**src/rtl/fetch_ctrl.sv**
```systemverilog
// fetch_ctrl: fetch-stage sequencer that chooses the PC source and load enable.
// It holds the PC after reset, squashes the front end after a redirect, and parks
// fetch on a halt request until resume.
// Optional feature: define FETCH_CTRL_PERF_EN to build the redirect and stall
// performance counters. Without it those ports are driven with constant zero.
module fetch_ctrl #(
  parameter int WIDTH       = 32,
  parameter int BOOT_CYCLES = 2,
  parameter int FLUSH_DEPTH = 3
) (
  input  logic             clk,
  input  logic             rst,
  input  logic             stall_req,
  input  logic             branch_taken_step_4,
  input  logic             jump_step_4,
  input  logic             halt_req,
  input  logic             resume,
  output logic             is_load_PC,
  output logic [1:0]       control_mux_for_PC,
  output logic             flush,
  output logic             fetch_valid,
  output logic [WIDTH-1:0] redirect_cnt,
  output logic [WIDTH-1:0] stall_cnt
);

  typedef enum logic [1:0] {
    BOOT  = 2'd0,
    RUN   = 2'd1,
    FLUSH = 2'd2,
    HALT  = 2'd3
  } state_e;

  state_e     state_q, state_d;
  logic [3:0] boot_cnt_q, boot_cnt_d;
  logic [2:0] flush_cnt_q, flush_cnt_d;
  logic       flush_q, flush_d;

  // State register, boot/flush down-counters and registered flush flag.
  always_ff @(posedge clk or negedge rst) begin
    if (!rst) begin
      state_q     <= BOOT;
      boot_cnt_q  <= 4'(BOOT_CYCLES);
      flush_cnt_q <= 3'd0;
      flush_q     <= 1'b0;
    end else begin
      state_q     <= state_d;
      boot_cnt_q  <= boot_cnt_d;
      flush_cnt_q <= flush_cnt_d;
      flush_q     <= flush_d;
    end
  end

  // Next-state and fetch controls. In RUN the order is redirect, halt, stall, sequential.
  always_comb begin
    state_d            = state_q;
    boot_cnt_d         = boot_cnt_q;
    flush_cnt_d        = flush_cnt_q;
    is_load_PC         = 1'b0;
    control_mux_for_PC = 2'd0;
    fetch_valid        = 1'b0;
    case (state_q)
      BOOT: begin
        boot_cnt_d = boot_cnt_q - 4'd1;
        if (boot_cnt_q <= 4'd1) begin
          state_d = RUN;
        end
      end
      RUN: begin
        if (branch_taken_step_4 || jump_step_4) begin
          is_load_PC         = 1'b1;
          control_mux_for_PC = jump_step_4 ? 2'd2 : 2'd1;
          flush_cnt_d        = 3'(FLUSH_DEPTH);
          state_d            = FLUSH;
        end else if (halt_req) begin
          state_d = HALT;
        end else if (!stall_req) begin
          is_load_PC  = 1'b1;
          fetch_valid = 1'b1;
        end
      end
      FLUSH: begin
        is_load_PC  = !stall_req;
        flush_cnt_d = flush_cnt_q - 3'd1;
        if (flush_cnt_q <= 3'd1) begin
          state_d = RUN;
        end
      end
      HALT: begin
        if (resume) begin
          state_d = RUN;
        end
      end
      default: begin
        state_d = BOOT;
      end
    endcase
  end

  // The squash flag is high in exactly the cycles spent in FLUSH, taken from the next state.
  always_comb begin
    flush_d = (state_d == FLUSH);
  end

  assign flush = flush_q;

`ifdef FETCH_CTRL_PERF_EN
  logic [WIDTH-1:0] redirect_cnt_q;
  logic [WIDTH-1:0] stall_cnt_q;
  logic             redirect_hit;
  logic             stall_hit;

  assign redirect_hit = (state_q == RUN) && (branch_taken_step_4 || jump_step_4);
  assign stall_hit    = ((state_q == RUN) || (state_q == FLUSH)) && stall_req && !is_load_PC;

  // Free-running wrap-around counters of accepted redirects and stalled fetch cycles.
  always_ff @(posedge clk or negedge rst) begin
    if (!rst) begin
      redirect_cnt_q <= '0;
      stall_cnt_q    <= '0;
    end else begin
      if (redirect_hit) begin
        redirect_cnt_q <= redirect_cnt_q + WIDTH'(1);
      end
      if (stall_hit) begin
        stall_cnt_q <= stall_cnt_q + WIDTH'(1);
      end
    end
  end

  assign redirect_cnt = redirect_cnt_q;
  assign stall_cnt    = stall_cnt_q;
`else
  assign redirect_cnt = '0;
  assign stall_cnt    = '0;
`endif

endmodule

```
**config.mk**
```make
export PLATFORM = sky130hd
export DESIGN_NAME = fetch_ctrl
export DESIGN_NICKNAME = d
export VERILOG_FILES = /design/src/rtl/fetch_ctrl.sv
export SDC_FILE = /design/constraint.sdc
export NUM_CORES = 1
export LEC_CHECK = 0
export CAP_MARGIN = 20
export CORE_MARGIN = 2
export CORE_UTILIZATION = 32
export DETAILED_ROUTE_END_ITERATION = 6
export PLACE_DENSITY = 0.82
export SLEW_MARGIN = 20
export SYNTH_ARGS = -nofsm -noshare
export SYNTH_HDL_FRONTEND = slang
export SYNTH_SLANG_ARGS = --single-unit
```
**constraint.sdc**
```tcl
create_clock -name clk -period 1.7 [get_ports clk]
set_clock_uncertainty 0.05 [all_clocks]
set_input_delay 0.34 -clock clk [delete_from_list [all_inputs] [get_ports clk]]
set_output_delay 0.34 -clock clk [all_outputs]
set_load 0.02 [all_outputs]
```
; Yosys cells after proc, flatten, opt, wreduce, memory -nomap -nowiden
; Cells that the tools add are included.
[totals]
regBits = 10
latchBits = 0
ramBits = 0
mem_bits_ro = 0
inputBits = 7
output_inout_bits = 69
word_cells = 35
n_memories = 0
[op_classes]
addsub = 2
multipliers = 0
div = 0
n_lt_le_gt_ge = 2
n_eq_ne = 5
shift = 0
n_mux = 17
n_bitwise = 0
reduce_logical = 5
[ops]
columns = operator, n
row1 = 2-bit two-way mux, 8
row2 = 2-bit one-hot mux with 4 select lines, 1
row3 = "2-bit equality test, second input constant", 3
row4 = 3-bit one-hot mux with 2 select lines, 1
row5 = 1-bit two-way mux, 5
row6 = "4-bit by 1-bit <= comparator with 1-bit output, second input constant", 1
row7 = "4-bit by 1-bit subtractor with 4-bit output, second input constant", 1
row8 = "3-bit by 1-bit <= comparator with 1-bit output, second input constant", 1
row9 = 3-bit two-way mux, 1
row10 = "3-bit by 1-bit subtractor with 3-bit output, second input constant", 1
row11 = "2-bit by 1-bit equality test with 1-bit output, second input constant", 1
row12 = 2-bit zero test, 1
row13 = "2-bit != test, second input constant", 1
row14 = 1-bit one-hot mux with 2 select lines, 1
row15 = 2-bit AND reduction, 1
row16 = 2-bit nonzero test, 1
row17 = 1-bit zero test, 1
row18 = 1-bit logical OR, 1

; Longest topological paths before layout
[depth]
word_depth = 4
depth_mapped = 6
mapped_depth_nobuf = 6

; Worst setup path before layout
; OpenSTA, ideal clock, no wires.
[synth_path]
path_kind = reg2out
from = register state_q[1]
to = output port fetch_valid
arrival_time_ns = 1.578
t_required_ns = 1.310
slack_ns = -0.268
path_stages_with_launch = 5
path_buffers = 0
cell_sequence = dfrtp_1 > inv_1 > ha_1 > or3b_1 > nor3_1
[synth_via]
elab_chain_cells = 2
[synth_lines]
columns = element, line_no
row1 = from (decl), 33  ; state_e state_q, state_d;
row2 = from (signal assigned), 46  ; state_q <= state_d;
row3 = 2-bit by 1-bit equality test with 1-bit output, 61  ; case (state_q)
row4 = 1-bit two-way mux, 61
row5 = to (decl), 21  ; output logic fetch_valid,
; No other way between the ends.

; Final worst setup path
; Same ends and word-level chain as after synthesis.

==> flow_metrics.tcl <==
set metrics [dict create \
    ys_top_cells_by_area "buf_4 (41%), dfrtp_1 (19%), ha_1 (9.5%)" \
    viasPerCell 3.722 \
    setup_viol 3 \
    ant_nets 0 \
    hold_viol_final 0 \
    cp-end-kind "primary output" \
    r2r-start "state_q[0]$_DFF_PN0_" \
    fillerInstances 379 \
    root_buffer "clkbuf_8" \
    fin_crit_sh_pct 111.5 \
    yosysMostFrequentCell "buf_4" \
    critPathKind "register to primary output" \
    grt_pass1_wl_microns 3167 \
    outcome "finished with violations" \
    synth_edf_count 0 \
    diodes 0 \
    row_count 22 \
    overflow 0 \
    syn-cell-area_sq_mm 0.001180 \
    ys.warnings.count 0 \
    dp_hpwl_microns 1410 \
    avgSynthCellArea_sq_um 8.428 \
    synth-seq-cells 10 \
    dp.cells 209 \
    synth-main-ff-cell "dfrtp_1" \
    dieArea_sq_mm 0.004189 \
    die_w_microns 64.72 \
    rsz0062_at_grt "yes" \
    drv_slew 0 \
    synth.largest_area_cell "buf_4" \
    yosysUniqueCellTypes 36 \
    crit_path_max_fanout 3 \
    fin_total_pwr_mw 2.186 \
    clock_sinks 10 \
    grt_pass1_vias 700 \
    timing.fmax_ghz 0.5276 \
    io_pins 76 \
    routedWlPerCell_microns 9.296 \
    grt_max_degree 11 \
    die_h_microns 64.72 \
    leakage_nw 0.7018 \
    drive_gt1_share_pct 25.00 \
    area_delta_synth_final_pct 18.88 \
    worst_slack_ns -0.1952 \
    synth_top_cells_by_count "buf_4 (64), dfrtp_1 (9), ha_1 (9), inv_1 (9), nor2_1 (5)" \
    antenna_found_initial 0 \
    ctsHtreeMaxLevel 1 \
    holdBufCountCts 0 \
    power-per-cell-area_mw_per_mm2 1558 \
    peakVddDrop_v 0.0003460 \
    cts_tree "yes" \
    clk_path_buf_depth 2 \
    place_congestion 0.7487 \
    nets 185 \
    drc_errors 0 \
    wl_microns 2008 \
    synth_seq_area_share_pct 21.31 \
    design.core.area_sq_mm 0.003606 \
    startpoint "state_q[1]$_DFF_PN0_" \
    cts_buffers 3 \
    maxCapViolCount 0 \
    hp-class "input port to asynchronous set/reset pin" \
    async_flop_share_pct 100.0 \
    layout.cells.non_filler 216 \
    syn_inst 140 \
    initial_core_util_pct 32.72 \
    fin_crit_ns 1.895 \
    start_kind "register" \
    clkTransAtPathRegs_ns 0.05 \
    first_pass_iters 3 \
    cp.arrival_ns 1.51 \
    track_usage_pct 9.562 \
    crit_required_ns 1.31 \
    synth_top_area_share_pct 40.72 \
    insertion_delay_ns 0.23 \
    failed_checks "negative setup slack" \
    vias 804 \
    io_buffers 11 \
    drt_iter0_markers 23 \
]
==> where the power goes <==
group	internal [mW]	total, mW	switching (mW)
sequential	0.364	0.491	0.128
combinational	0.682	1.45	0.765
clock	0.163	0.247	0.0837
==> cell type report <==
cell class              instances  area [sq um]  share of cell area [%]
multi-input cells             119         778.2                   55.49
flip-flops and latches         10         251.5                   17.93
repair buffers                 26         224.0                   15.97
well taps                      48         60.06                   4.282
clock buffers                   4         45.04                   3.211
inverters                       9         43.79                   3.122
==> through the flow <==
step	utilization [%]	hold slack [ns]	TNS, ns	setup slack [ns]	cell area, sq um
2_1_floorplan	-	-0.005591	-0.05244	-0.05244	1431
3_3_place_gp	33.45	0.4333	-2.395	-0.6237	1206
3_5_place_dp	33.45	0.4410	-2.566	-0.6511	1206
4_1_cts	37.47	0.3750	-0.2642	-0.1711	1351
5_1_grt	38.90	0.3944	-0.5245	-0.2334	1403
6_report	38.90	0.3666	-0.3164	-0.1952	1403
==> placed cells by master (no fill, tap or decap), drive strengths merged, types with 2 or more instances in the layout <==
cell           count
ha                 9
inv                9
xor2               2
nor3               4
clkdlybuf4s50      5
buf               18
dlygate4sd2        2
a21oi              3
xnor2              2
conb              64
nor2b              3
nor2               5
o21ai              3
nand2              4
clkbuf             5
dfrtp              9
==> per-layer routing <==
layer,vias to the layer above,track usage (%),wire (microns)
met1,382,11.70,796
li1,386,-,-
met2,36,16.11,1065
met3,0,3.993,146
met5,-,0,0
met4,0,1.064,0
==> worst paths after layout <==
check	end	slack, ns	depth (start not counted)
min in group clk	boot_cnt_q[0]$_DFFE_PN0N_	0.47	1
max	fetch_valid	-0.20	5
max reg2reg	flush$_DFF_PN0_	0	8
min reg2reg	boot_cnt_q[0]$_DFFE_PN0N_	0.47	1
min	state_q[0]$_DFF_PN0_	0.37	1
max in group asynchronous	boot_cnt_q[1]$_DFFE_PN1N_	0.91	1
==> logic make-up (layout without fill, tap and decap cells) <==
logic type / count (synthesis) / after routing / synth area share [%]
compound gates: 16 / 16 / 9.651
flops: 10 / 10 / 21.32
mux: 1 / 1 / 0.8484
xor+xnor: 4 / 4 / 2.970
simple gates: 25 / 25 / 11.46
other cells: 1 / 64 / 0.3178
buf+inv: 74 / 39 / 43.90
fa+ha+maj: 9 / 9 / 9.544
==> critical path, cell delays in order (launching register included) <==
cell	delay (ns)
dfrtp_1	0.39
inv_2	0.08
ha_4	0.14
or3b_4	0.40
nor3_4	0.13
buf_6	0.14
==> state kept, by name, indices dropped and copies added (netlist names) <==
name	flops
flush_cnt_q	3
state_q	2
boot_cnt_q	4
flush	1
==> timing repair <==
item	in CTS	in global routing
pin swaps	3	7
endpoints found under the setup margin	7	8
setup buffers	2	1
gates resized for setup	40	12
Power figures use the tool's default switching activity.
